===== src/rtl/calc_pkg.sv =====
// Shared types and widths for the adder/seven-segment calculator.
// The phase encoding is also what the HEX status display shows.
package calc_pkg;

  localparam int OPERAND_W = 4;

  typedef enum logic [1:0] {
    LOAD_A = 2'b00,
    LOAD_B = 2'b01,
    SHOW   = 2'b10
  } phase_t;

endpackage


===== src/rtl/key_debounce.sv =====
// Synchronises and debounces one active-low pushbutton. Each accepted
// press appears on press for exactly one clock.
module key_debounce
  import calc_pkg::*;
#(
  parameter int DEBOUNCE_CYCLES = 500000,
  parameter int CNT_W           = $clog2(DEBOUNCE_CYCLES)
) (
  input  logic clk,
  input  logic reset,
  input  logic key_n,
  output logic press
);

  logic             s1_q, s1_d;
  logic             s2_q, s2_d;
  logic             db_q, db_d;
  logic             db_dly_q, db_dly_d;
  logic [CNT_W-1:0] cnt_q, cnt_d;

  // Next-state logic: a level change is accepted only after it has held for DEBOUNCE_CYCLES edges
  always_comb begin
    s1_d     = key_n;
    s2_d     = s1_q;
    db_dly_d = db_q;
    db_d     = db_q;
    cnt_d    = cnt_q;
    if (s2_q == db_q) begin
      cnt_d = '0;
    end else if (cnt_q == CNT_W'(DEBOUNCE_CYCLES - 1)) begin
      db_d  = s2_q;
      cnt_d = '0;
    end else begin
      cnt_d = cnt_q + CNT_W'(1);
    end
  end

  // State registers; the synchroniser and debounced level idle high (released)
  always_ff @(posedge clk) begin
    if (reset) begin
      s1_q     <= 1'b1;
      s2_q     <= 1'b1;
      db_q     <= 1'b1;
      db_dly_q <= 1'b1;
      cnt_q    <= '0;
    end else begin
      s1_q     <= s1_d;
      s2_q     <= s2_d;
      db_q     <= db_d;
      db_dly_q <= db_dly_d;
      cnt_q    <= cnt_d;
    end
  end

  assign press = db_dly_q & ~db_q;

endmodule


===== src/rtl/operand_entry.sv =====
// Three-phase operand entry: button presses latch A, then B with carry-in,
// then present both to the adder until the next press clears them.
module operand_entry
  import calc_pkg::*;
#(
  parameter int DEBOUNCE_CYCLES = 500000,
  parameter int CNT_W           = $clog2(DEBOUNCE_CYCLES)
) (
  input  logic                 clk,
  input  logic                 reset,
  input  logic                 key_n,
  input  logic [OPERAND_W-1:0] sw_val,
  input  logic                 sw_cin,
  output logic [OPERAND_W-1:0] a_out,
  output logic [OPERAND_W-1:0] b_out,
  output logic                 cin_out,
  output logic                 operands_valid,
  output logic [1:0]           phase
);

  logic                 press;
  // Plain vector so the unused 2'b11 code stays representable and recoverable
  logic [1:0]           phase_q, phase_d;
  logic [OPERAND_W-1:0] a_q, a_d;
  logic [OPERAND_W-1:0] b_q, b_d;
  logic                 cin_q, cin_d;
  logic                 valid_q, valid_d;

  key_debounce #(
    .DEBOUNCE_CYCLES(DEBOUNCE_CYCLES),
    .CNT_W          (CNT_W)
  ) u_key_debounce (
    .clk  (clk),
    .reset(reset),
    .key_n(key_n),
    .press(press)
  );

  // Phase sequencing; switches are looked at only in the press cycle
  always_comb begin
    phase_d = phase_q;
    a_d     = a_q;
    b_d     = b_q;
    cin_d   = cin_q;
    case (phase_q)
      LOAD_A: begin
        if (press) begin
          a_d     = sw_val;
          phase_d = LOAD_B;
        end else begin
          phase_d = LOAD_A;
        end
      end
      LOAD_B: begin
        if (press) begin
          b_d     = sw_val;
          cin_d   = sw_cin;
          phase_d = SHOW;
        end else begin
          phase_d = LOAD_B;
        end
      end
      SHOW: begin
        if (press) begin
          a_d     = '0;
          b_d     = '0;
          cin_d   = 1'b0;
          phase_d = LOAD_A;
        end else begin
          phase_d = SHOW;
        end
      end
      default: begin
        a_d     = '0;
        b_d     = '0;
        cin_d   = 1'b0;
        phase_d = LOAD_A;
      end
    endcase
    valid_d = (phase_d == SHOW);
  end

  // Capture and status registers
  always_ff @(posedge clk) begin
    if (reset) begin
      phase_q <= LOAD_A;
      a_q     <= '0;
      b_q     <= '0;
      cin_q   <= 1'b0;
      valid_q <= 1'b0;
    end else begin
      phase_q <= phase_d;
      a_q     <= a_d;
      b_q     <= b_d;
      cin_q   <= cin_d;
      valid_q <= valid_d;
    end
  end

  assign a_out          = a_q;
  assign b_out          = b_q;
  assign cin_out        = cin_q;
  assign operands_valid = valid_q;
  assign phase          = phase_q;

endmodule


===== config.mk =====
export PLATFORM = sky130hd
export DESIGN_NAME = operand_entry
export DESIGN_NICKNAME = d
export VERILOG_FILES = /design/src/rtl/calc_pkg.sv /design/src/rtl/key_debounce.sv /design/src/rtl/operand_entry.sv
export SDC_FILE = /design/constraint.sdc
export NUM_CORES = 1
export LEC_CHECK = 0
export CAP_MARGIN = 10
export CORE_UTILIZATION = 44
export CTS_CLUSTER_SIZE = 20
export DETAILED_ROUTE_END_ITERATION = 6
export PLACE_DENSITY = 0.72
export REMOVE_ABC_BUFFERS = 1
export SETUP_SLACK_MARGIN = 0.2
export SLEW_MARGIN = 20
export SYNTH_ARGS = -nofsm -noshare
export SYNTH_HDL_FRONTEND = slang
export SYNTH_SLANG_ARGS = --single-unit
export TNS_END_PERCENT = 1

===== constraint.sdc =====
create_clock -name clk -period 2.4 [get_ports clk]
set_clock_uncertainty 0.15 [all_clocks]
set_input_delay 0.48 -clock clk [delete_from_list [all_inputs] [get_ports clk]]
set_output_delay 0.48 -clock clk [all_outputs]
set_load 0.03 [all_outputs]

==> out/qor.csv <==
stage;metric;value;unit
run_status;status;complete, no violations;
clocking;cts_made_buffers;5;
grt;grt_usage;0.197;
yosys;synthArstFlopShare;0;
clocking;cts_hold_buf;0;
drt;vias_per_cell;5.37;
run;maxCapViolations;0;
cells_and_area;final_layout_size_suffix_gt1_frac;0.104;
sta;fmax;478;MHz
die;core_area;3080;sq um
yosys;synth_edf_count;0;
power_and_ir_drop;power_switching;0.209;mW
worst_setup_path;path_delay_family;buffers and inverters;
drt;wire_per_inst;13.0;microns
drt;wl;2950;microns
drt;ant_nets;0;
worst_setup_path;max_stage_delay;0.70;ns
grt;antenna_found_initial;0;
yosys;netlist_instances;159;
clocking;cts_root_buffer;clkbuf_4;
clocking;htreeDepth;2;
sta;min_period_over_period;0.872;
grt;grt_max_degree;19;
worst_setup_path;crit_required;1.77;ns
placement;pre_cts_slack;0.462;ns
die;die_x;59.2;microns
drt;vias;1214;
grt;grt_pass1_vias;1118;
drt;dr.pass1.iters;4;
yosys;post-synth-top-area-cell;dfxtp_1;
power_and_ir_drop;netSwitchingFraction;0.199;
worst_setup_path;worstSetupStartpointType;flip-flop;
sta;final_max_slew_viol_count;0;
power_and_ir_drop;leakagePower;0.555;nW
grt;grt_pass1_wl;5060;microns
sta;finalCriticalPeriod;2.09;ns
worst_setup_path;ff2ff_path_depth;5;
sta;hold_viol;0;
worst_setup_path;path_max_fanout;5;
worst_setup_path;cp.arrival;1.46;ns
worst_setup_path;r2r_start;u_key_debounce.cnt_q[0]$_SDFF_PP0_;
sta;finalSetupTns;0;ns
worst_setup_path;worst_r2r_endpoint;u_key_debounce.db_dly_d$_SDFFE_PP1P_;
drt;drtIter0Drc;77;
cells_and_area;antenna_cells;0;
cells_and_area;instances_no_fill;226;
die;fp.dieArea;3510;sq um
die;die_h;59.2;microns
drt;drc;0;
hold_path;hp-class;flip-flop to flip-flop;
hold_path;min_from;u_key_debounce.s1_q$_SDFF_PP1_;
power_and_ir_drop;clockPowerShare;0.422;
sta;setup_violations;0;
cells_and_area;nets;190;
sta;worstMarginPinSlew;0.848;ns
clocking;clk_pin_slew;0.11;ns
worst_setup_path;crit_chain;clkdlybuf4s50_1;
yosys;ys.warnings.count;0;
worst_setup_path;r2r_slack;0.45;ns
clocking;cts.repair.resized;0;
sta;layout_setup_ws;0.307;ns
power_and_ir_drop;p_per_area;598;nW/um^2
yosys;synth_common_cells;35 x dfxtp_1, 31 x nor2_1, 12 x xnor2_1;
power_and_ir_drop;internal_power;0.842;mW
hold_path;min_to;u_key_debounce.s2_q$_SDFF_PP1_;
sta;rsz0062_at_grt;false;
worst_setup_path;crit_path_start;phase[1]$_SDFF_PP0_;
worst_setup_path;critPathKind;flip-flop to output port;
hold_path;whs_path_depth;1;
yosys;ys_seq_area_frac;0.486;
placement;place_congestion;0.835;
power_and_ir_drop;ir_drop;0.418;mV
clocking;worstSkewPairLatency;0.34;ns
sta;maxSlewHeadroom;0.434;
clocking;clkSinkCount;35;
die;initial_core_util;0.468;
worst_setup_path;cp.buffers_inverters;1;
clocking;cts_tree;built;
worst_setup_path;critPathCaptureType;output port;
placement;place_hpwl;2100;microns
yosys;synth_area;1440;sq um
yosys;synth_top_cell_area_share;0.486;
die;io_pins;20;
placement;placed_cells;218;
yosys;synthMostInstantiatedCell;dfxtp_1;
grt;gr-total-overflow;0;
placement;portBuffers;19;
power_and_ir_drop;seq_power_share;0.555;
yosys;ys.flop_type;dfxtp_1;
cells_and_area;area_growth;22.0;%
yosys;synth_area_leaders;dfxtp_1 49%, nor2_1 8.1%, xnor2_1 7.3%;
worst_setup_path;critPathSlowestCell;clkdlybuf4s50_1;
power_and_ir_drop;combPwrFrac;0.023;
yosys;synth.ff_latch_count;35;
die;core.rowCount;20;
clocking;cts_setup_buffers;0;
clocking;clockBufferDepth;2;
yosys;ys_types;32;
yosys;synth.avg_cell_area;9.07;sq um
power groups by stage:
stage | Clock (mW) | Combinational [mW] | Sequential (mW)
after floorplan | 0 | 0.00449 | 0.597
after global placement | 0 | 0.0233 | 0.597
after detailed placement | 0 | 0.0235 | 0.597
after CTS | 0.459 | 0.0236 | 0.584
after global routing | 0.495 | 0.0253 | 0.585
final | 0.444 | 0.0238 | 0.584
metal layers:
metal | vias up | GRT usage | wire [microns]
li1 | 605 | - | -
met1 | 577 | 0.260 | 1430
met2 | 27 | 0.292 | 1340
met3 | 5 | 0.0742 | 135
met4 | 0 | 0.0714 | 42
met5 | - | 0 | 0
layout by cell type (no fill, tap or decap), types with 2 or more instances in the layout:
master,instances
a21oi_1,4
dfxtp_1,35
or2_2,4
nor2_1,31
nand2_1,6
or4_1,2
nand3_1,6
nor2b_1,2
or3_2,2
clkbuf_4,5
nand4_1,6
nor4_1,4
o21ai_0,2
buf_4,2
inv_1,5
xor2_1,4
nor3_1,8
clkdlybuf4s50_1,18
a32oi_1,9
xnor2_1,12
area by class of cell:
class | instances | area (sq um)
Clock inverter | 2 | 35.0
Inverter | 5 | 18.8
Multi-Input combinational cell | 113 | 689
Tap cell | 44 | 55.1
Clock buffer | 6 | 51.3
Timing Repair Buffer | 21 | 208
Fill cell | 275 | 1320
Sequential cell | 35 | 701
worst max path at each step:
stage,to,cells after the start
4_1_cts,phase[0],1
3_5_place_dp,u_key_debounce.db_dly_d$_SDFFE_PP1P_,5
3_3_place_gp,u_key_debounce.db_dly_d$_SDFFE_PP1P_,3
6_report,phase[1],1
2_1_floorplan,u_key_debounce.cnt_q[10]$_SDFF_PP0_,5
5_1_grt,phase[1],1
cell families after synthesis:
logic type / after synthesis / share of synthesized area
AO/OA/AOI/OAI: 19 / 0.0946
XOR/XNOR: 16 / 0.0972
adder cells (fa/ha/maj): 2 / 0.0156
buffers and inverters: 11 / 0.0356
flip-flops: 35 / 0.486
AND/OR/NAND/NOR: 76 / 0.271
registers in the layout (all words and copies together), names as in the netlist, 2 cells and up:
| name | count |
|---|---|
| phase | 2 |
| a_out | 4 |
| b_out | 4 |
| u_key_debounce.cnt_q | 19 |
worst reg2reg max path, cell delays in order (launching register included):
cell and delay [ns]:
dfxtp_1 0.41, ha_1 0.25, and4_1 0.25, nand4_1 0.18, or4_1 0.50, o21a_1 0.12
through the flow:
stage / util / hold WS [ns] / area [sq um] / total power, mW
after detailed placement: 0.542 / 0.260 / 1670 / 0.621
after global routing: 0.571 / 0.319 / 1760 / 1.10
final: 0.571 / 0.286 / 1760 / 1.05
after CTS: 0.570 / 0.291 / 1760 / 1.07
after global placement: 0.542 / 0.242 / 1670 / 0.620
after floorplan: - / 0.239 / 1410 / 0.601
No activity file was read; power rests on OpenSTA's default activity.
